**src/rtl/systolic_skew_feeder_if.sv**
```systemverilog
// Upstream activation-vector handshake into the systolic skew feeder.
// master: vector producer, slave: systolic_skew_feeder.
interface systolic_skew_feeder_if #(
  parameter int unsigned ROWS       = 4,
  parameter int unsigned DATA_WIDTH = 16
);
  logic                       in_valid;
  logic                       in_ready;
  logic [ROWS*DATA_WIDTH-1:0] in_data;
  logic                       in_last;

  modport master (
    output in_valid,
    output in_data,
    output in_last,
    input  in_ready
  );

  modport slave (
    input  in_valid,
    input  in_data,
    input  in_last,
    output in_ready
  );
endinterface

```
**src/rtl/systolic_skew_feeder.sv**
```systemverilog
// Triangular skew stage feeding the systolic PE array: row r of each accepted
// vector is delayed r cycles, the skew is drained after the last vector of a
// tile and completion is flagged with tile_done.
// Optional: define FEEDER_PERF_CNT_EN to add the stall_cycles counter port.
module systolic_skew_feeder #(
  parameter int unsigned ROWS       = 4,
  parameter int unsigned DATA_WIDTH = 16
) (
  input  logic                       clk,
  input  logic                       rst,
  systolic_skew_feeder_if.slave      in_bus,
  input  logic                       stall,
  output logic                       pe_enable,
  output logic [ROWS*DATA_WIDTH-1:0] row_data,
  output logic [ROWS-1:0]            row_valid,
  output logic                       busy,
  output logic                       tile_done
`ifdef FEEDER_PERF_CNT_EN
  ,
  output logic [31:0]                stall_cycles
`endif
);

  localparam int unsigned CNT_W = $clog2(ROWS + 1);

  typedef enum logic [1:0] {
    IDLE   = 2'd0,
    STREAM = 2'd1,
    DRAIN  = 2'd2,
    DONE   = 2'd3
  } state_t;

  state_t           state;
  logic [CNT_W-1:0] drain_cnt;
  logic             accept;

  // Handshake and array enable are combinational on stall and the state register
  assign pe_enable       = !stall;
  assign in_bus.in_ready = !stall && (state == IDLE || state == STREAM);
  assign accept          = in_bus.in_valid && in_bus.in_ready;

  // Tile sequencing: stream vectors, drain the skew after the last one, pulse done
  always_ff @(posedge clk) begin
    if (rst) begin
      state     <= IDLE;
      drain_cnt <= '0;
      busy      <= 1'b0;
      tile_done <= 1'b0;
    end else if (!stall) begin
      tile_done <= 1'b0;
      case (state)
        IDLE, STREAM: begin
          if (accept) begin
            if (in_bus.in_last) begin
              if (ROWS == 1) begin
                state     <= DONE;
                busy      <= 1'b0;
                tile_done <= 1'b1;
              end else begin
                state     <= DRAIN;
                busy      <= 1'b1;
                drain_cnt <= CNT_W'(ROWS - 1);
              end
            end else begin
              state <= STREAM;
              busy  <= 1'b1;
            end
          end
        end
        DRAIN: begin
          if (drain_cnt == CNT_W'(1)) begin
            state     <= DONE;
            drain_cnt <= '0;
            busy      <= 1'b0;
            tile_done <= 1'b1;
          end else begin
            drain_cnt <= drain_cnt - CNT_W'(1);
          end
        end
        DONE: begin
          state <= IDLE;
          busy  <= 1'b0;
        end
        default: begin
          state <= IDLE;
          busy  <= 1'b0;
        end
      endcase
    end
  end

  for (genvar r = 0; r < ROWS; r++) begin : g_row
    logic [DATA_WIDTH-1:0] d_q [0:r];
    logic [r:0]            v_q;

    // Row r delay chain of r+1 stages; data holds on bubbles, valid shifts a zero
    always_ff @(posedge clk) begin
      if (rst) begin
        for (int j = 0; j <= r; j++) begin
          d_q[j] <= '0;
        end
        v_q <= '0;
      end else if (!stall) begin
        v_q[0] <= accept;
        if (accept) begin
          d_q[0] <= in_bus.in_data[r*DATA_WIDTH +: DATA_WIDTH];
        end
        for (int j = 1; j <= r; j++) begin
          d_q[j] <= d_q[j-1];
          v_q[j] <= v_q[j-1];
        end
      end
    end

    assign row_data[r*DATA_WIDTH +: DATA_WIDTH] = d_q[r];
    assign row_valid[r]                         = v_q[r];
  end

`ifdef FEEDER_PERF_CNT_EN
  // Saturating count of stalled cycles while a tile is in flight, cleared at completion
  always_ff @(posedge clk) begin
    if (rst || tile_done) begin
      stall_cycles <= '0;
    end else if (stall && busy && (stall_cycles != 32'hFFFF_FFFF)) begin
      stall_cycles <= stall_cycles + 32'd1;
    end
  end
`endif

endmodule

```
**src/flat_wrapper.sv**
```systemverilog
// flat-port wrapper written by rule: the top's interface ports become plain ports
module systolic_skew_feeder_flat 
#(
  parameter int unsigned ROWS       = 4,
  parameter int unsigned DATA_WIDTH = 16
)
  (clk, rst, stall, pe_enable, row_data, row_valid, busy, tile_done, in_bus_in_valid, in_bus_in_data, in_bus_in_last, in_bus_in_ready);
  systolic_skew_feeder_if #(.ROWS(ROWS), .DATA_WIDTH(DATA_WIDTH)) in_bus_i ();
  input  logic clk;
  input  logic rst;
  input  logic stall;
  output logic pe_enable;
  output logic [ROWS*DATA_WIDTH-1:0] row_data;
  output logic [ROWS-1:0] row_valid;
  output logic busy;
  output logic tile_done;
  input wire logic [$bits(in_bus_i.in_valid)-1:0] in_bus_in_valid;
  input wire logic [$bits(in_bus_i.in_data)-1:0] in_bus_in_data;
  input wire logic [$bits(in_bus_i.in_last)-1:0] in_bus_in_last;
  output wire logic [$bits(in_bus_i.in_ready)-1:0] in_bus_in_ready;
  assign in_bus_i.in_valid = in_bus_in_valid;
  assign in_bus_i.in_data = in_bus_in_data;
  assign in_bus_i.in_last = in_bus_in_last;
  assign in_bus_in_ready = in_bus_i.in_ready;
  systolic_skew_feeder #(.ROWS(ROWS), .DATA_WIDTH(DATA_WIDTH)) u_core (.clk(clk), .rst(rst), .in_bus(in_bus_i), .stall(stall), .pe_enable(pe_enable), .row_data(row_data), .row_valid(row_valid), .busy(busy), .tile_done(tile_done));
endmodule
```
**config.mk**
```make
export PLATFORM = sky130hd
export DESIGN_NAME = systolic_skew_feeder_flat
export DESIGN_NICKNAME = d
export VERILOG_FILES = /design/src/rtl/systolic_skew_feeder_if.sv /design/src/rtl/systolic_skew_feeder.sv /design/src/flat_wrapper.sv
export SDC_FILE = /design/constraint.sdc
export NUM_CORES = 1
export LEC_CHECK = 0
export ABC_AREA = 0
export CAP_MARGIN = 20
export CORE_UTILIZATION = 55
export CTS_BUF_LIST = sky130_fd_sc_hd__clkbuf_8 sky130_fd_sc_hd__clkbuf_16
export DETAILED_ROUTE_END_ITERATION = 10
export PLACE_DENSITY = 0.85
export RECOVER_POWER = 100
export SYNTH_ARGS = -nofsm -noshare
export SYNTH_HDL_FRONTEND = slang
export SYNTH_SLANG_ARGS = --single-unit
```
**constraint.sdc**
```tcl
create_clock -name clk -period 8.6 [get_ports clk]
set_input_delay 1.72 -clock clk [delete_from_list [all_inputs] [get_ports clk]]
set_output_delay 1.72 -clock clk [all_outputs]
set_load 0.005 [all_outputs]
```
# --- Word-level counts from Yosys, hierarchy flattened ---
# Memories as Yosys holds them, arrays and structs flattened.
# Cells that the tools add are included.
totals:
  regBits: 17
  mem_bits_rw: 160
  in_bits: 69
  word_cells: 73
  n_memories: 4
mem_list:
  columns: ["memory", "words", "width", "rd", "rd_ports_with_merged_regs", "write_ports", "line", "rtl"]
  rows:
  - ["u_core.g_row[3].d_q", 4, 16, 4, 0, 4, "systolic_skew_feeder.sv:93", "logic [DATA_WIDTH-1:0] d_q [0:r];"]
  - ["u_core.g_row[2].d_q", 3, 16, 3, 0, 3, "systolic_skew_feeder.sv:93", null]
  - ["u_core.g_row[1].d_q", 2, 16, 2, 0, 2, "systolic_skew_feeder.sv:93", null]
  - ["u_core.g_row[0].d_q", 1, 16, 1, 0, 1, "systolic_skew_feeder.sv:93", null]
op_classes:
  add_sub_neg: 1
  eq_ne: 7
  muxes: 33
  bitwise: 10
  n_reduce_logical: 10
ops:
  columns: ["op", "count"]
  rows:
  - ["2-to-1 mux 16 bit", 10]
  - ["OR reduction 16 bit", 1]
  - ["2-to-1 mux 1 bit", 14]
  - ["2-to-1 mux 3 bit", 3]
  - ["bitwise OR 1 bit", 9]
  - ["2-to-1 mux 2 bit", 3]
  - ["one-hot mux 2 bit (3 select lines)", 1]
  - ["one-hot mux 3 bit (2 select lines)", 1]
  - ["== test 2 bit (second input constant)", 2]
  - ["!= test 2 x 1 -> 1 bit (second input constant)", 2]
  - ["AND reduction 4 bit", 1]
  - ["== test 3 x 1 -> 1 bit (second input constant)", 1]
  - ["one-hot mux 1 bit (3 select lines)", 1]
  - ["AND reduction 3 bit", 1]
  - ["subtractor 3 x 1 -> 3 bit (second input constant)", 1]
  - ["== test 2 x 1 -> 1 bit (second input constant)", 1]
  - ["logical AND 1 bit", 2]
  - ["zero test 2 bit", 1]
  - ["!= test 2 bit (second input constant)", 1]
  - ["nonzero test 2 bit", 1]
  - ["OR reduction 2 bit", 1]
  - ["zero test 1 bit", 1]
  - ["logical OR 1 bit", 1]
  - ["NOT 1 bit", 1]

# --- Longest topological paths before layout ---
depth:
  ltp_word: 10
  ltp_mapped: 5
  depth_no_buf: 5

# --- Worst setup path before layout ---
# OpenSTA, ideal clock, no wires.
synth_timing:
  kind: "input to register"
  from: "in stall"
  to: "mem u_core.g_row[1].d_q[1][0] (netlist: u_core.g_row[1].d_q[0][16]), enable pin"
  setup_ps: 458
  arrival_ps: 3951
  t_required_ps: 8142
  slack_ps: 4191
  path_stages: 2
  path_buffers: 1
  cell_sequence: "buf_2 -> nand2_1"
synth_rtl:
  columns: ["item", "line", "rtl"]
  rows:
  - ["from (decl)", "flat_wrapper.sv:11", "input logic stall;"]
  - ["to (decl)", "systolic_skew_feeder.sv:93", null]

==> impl_metrics.py <==
metrics = {
    "finish": {
        "fill_cells": 759,
        "drive_gt1_share_pct": 4.69,
        "nets": 612,
        "stdcell_area_um2": 8440,
        "syn2layout_area_growth_pct": 26.7,
        "fin_cells": 697,
        "antenna_cells": 0,
        "seq_area_um2": 5020,
        "multi_input_comb_area_um2": 1260,
    },
    "clock_network": {
        "cts_buffer_depth": 2,
        "cts_root_buffer": "clkbuf_16",
        "numCtsBuffers": 17,
        "cts_hold_buf": 0,
        "ctsHtreeMaxLevel": 4,
        "clkLatencyLatePin_ns": 0.41,
        "clk_pin_slew_ns": 0.06,
        "cts_sinks": 171,
        "cts_resized": 0,
        "postCtsSetupBuffers": 0,
        "cts_tree": "yes",
    },
    "grt": {
        "grt_pass1_wl_um": 15800,
        "grt_max_degree": 129,
        "grt_usage_pct": 16.9,
        "antenna_found_initial": 0,
        "gr-total-overflow": 0,
        "grt_pass1_vias": 3386,
    },
    "placement": {
        "io_buffers": 140,
        "place_area_um2": 7940,
        "globalplace.congestion": 0.743,
        "dp_hpwl_um": 6570,
        "dp_cells": 665,
    },
    "synthesis": {
        "yosysTopAreaCell": "edfxtp_1",
        "synth_top_cells_by_count": "and2_1 (160), edfxtp_1 (160), buf_4 (34)",
        "synth_ff_type": "edfxtp_1",
        "synth_area_leaders": "edfxtp_1 (72%), and2_1 (15%), buf_4 (3.8%)",
        "synth.distinct_cells": 29,
        "synthArstFlopShare_pct": 0,
        "synth_area_um2": 6670,
        "synth_edf_count": 160,
        "syn-mean-instance-area_um2": 15.5,
        "seq_area_frac_synth_pct": 75.4,
        "synthCells": 431,
        "synth_nets": 502,
        "yosysTopAreaCellShare_pct": 72.1,
        "synth_seq_cells": 171,
        "ys_warn_count": 0,
    },
    "timing": {
        "max_freq_mhz": 158,
        "slew_violations": 243,
        "hold_violations": 0,
        "min_period_over_period_pct": 73.5,
        "relSlewSlack_pct": -167,
        "skew_ns": 0.00491,
        "tns_ns": 0,
        "setup_viol": 0,
        "rsz0062_at_grt": "no",
        "period_minus_slack_ns": 6.32,
        "tightest_slew_ns": 4.00,
    },
    "worst_hold_path": {
        "hold_class": "reg2reg",
    },
    "die": {
        "rows": 39,
        "initial_utilization_pct": 57.4,
        "die_x_um": 112,
        "die_area_um2": 12600,
        "core_um2": 11600,
        "ioPinCount": 141,
        "die_y_um": 112,
    },
    "power_and_ir_drop": {
        "p_leak_uw": 0.00328,
        "power_uw": 1800,
        "powerDensity_nw_per_um2": 213,
        "max-vdd-ir-drop_mv": 0.146,
    },
    "setup_path": {
        "cp_max_fo": 80,
        "crit_family": "buffers and inverters",
        "arrival_ns": 6.24,
        "critPathKind": "in2reg",
        "critPathBufInv": 3,
        "crit_chain": "dlygate4sd3_1 -> inv_1 -> nand2_1 -> clkbuf_1",
        "r2r_slack_ns": 6.12,
        "slowest_delay_ns": 2.87,
        "worstPathRequired_ns": 8.53,
        "crit_path_top_delay_cell": "clkbuf_1",
        "endpoint_kind": "register",
        "start_kind": "input pin",
    },
    "drt": {
        "avgViaCountPerCell": 4.85,
        "post_drt_wl_per_cell_um": 14.3,
        "firstDrtPassIters": 7,
        "drt-total-wl_um": 9950,
        "ant_nets": 0,
        "drc": 7,
        "routed-via-count": 3383,
        "drt-initial-drc-count": 276,
    },
    "flow_run": {
        "drv_cap": 3,
    },
    "status": {
        "violations": "DRC, capacitance limit, slew limit",
        "status": "complete, but fails checks",
    },
}
flip-flops by register name (all words and copies together), names as in the netlist:
| register | count |
|---|---|
| u_core.busy | 1 |
| u_core.drain_cnt | 3 |
| u_core.g_row.d_q | 160 |
| u_core.g_row.v_q | 4 |
| u_core.state | 2 |
| u_core.tile_done | 1 |
logic make-up (layout without fill, tap and decap cells):
kind of cell | count (synthesis) | in the layout | synth area share, %
AND/OR/NAND/NOR | 180 | 180 | 16.6
flip-flops | 171 | 171 | 75.4
buffers and inverters | 60 | 183 | 5.65
AO/OA/AOI/OAI | 15 | 15 | 1.56
multiplexers | 3 | 3 | 0.450
adder cells (fa/ha/maj) | 2 | 2 | 0.375
metrics by stage:
step / setup WS (ns) / util (%) / hold slack [ns]
floorplan: 4.19 / - / 0.457
global placement: 3.62 / 68.4 / 0.456
detailed placement: 3.60 / 68.4 / 0.462
CTS: 3.59 / 73.0 / 0.470
global route: 1.85 / 72.7 / 0.495
finish: 2.28 / 72.7 / 0.459
path summary, 6_finish.rpt:
path,startpoint,end,depth (start not counted)
worst max-delay path,rst,u_core.g_row[2].d_q[0][40],4
worst min-delay path,u_core.tile_done,u_core.tile_done,2
worst max register to register,u_core.state[1],u_core.g_row[2].d_q[0][6],4
worst min register to register,u_core.tile_done,u_core.tile_done,2
power by group:
| group | internal [µW] | switching [µW] | total, µW | leakage [µW] |
|---|---|---|---|---|
| Clock | 397 | 286 | 683 | 0.000285 |
| Combinational | 71.8 | 57.0 | 129 | 0.00117 |
| Sequential | 974 | 14.4 | 988 | 0.00183 |
| Total | 1440 | 357 | 1800 | 0.00328 |
placed cells by master, fill, tap and decap left out, types with 4 or more instances in the layout:
| master | n |
|---|---|
| and2_0 | 97 |
| and2_1 | 63 |
| clkbuf_1 | 4 |
| clkbuf_16 | 17 |
| clkdlybuf4s50_1 | 66 |
| dfxtp_1 | 11 |
| dlygate4sd3_1 | 74 |
| edfxtp_1 | 160 |
| inv_1 | 14 |
| nand2_1 | 7 |
| nor2_1 | 5 |
area by class of cell:
type	count	area share [%]
flip-flops and latches	171	59.5
clock inverters	14	1.13
well taps	143	2.12
inverters	7	0.311
multi-input cells	200	15.0
clock buffers	18	5.20
repair buffers	144	16.8
metal layers:
metal / global-route usage (%) / part of all wire [%] / vias up
li1: - / - / 1668
met1: 18.4 / 39 / 1563
met2: 27.5 / 50 / 121
met3: 7.18 / 8.3 / 31
met4: 10.2 / 3.7 / 0
met5: 0 / 0 / -
worst min-delay path: cells and delay by family, from the launching register on:
kind / cells / cell delay (ns)
AND/OR/NAND/NOR: 1 / 0.05
flip-flops: 1 / 0.30
AO/OA/AOI/OAI: 1 / 0.05
No activity file was read; power rests on OpenSTA's default activity.
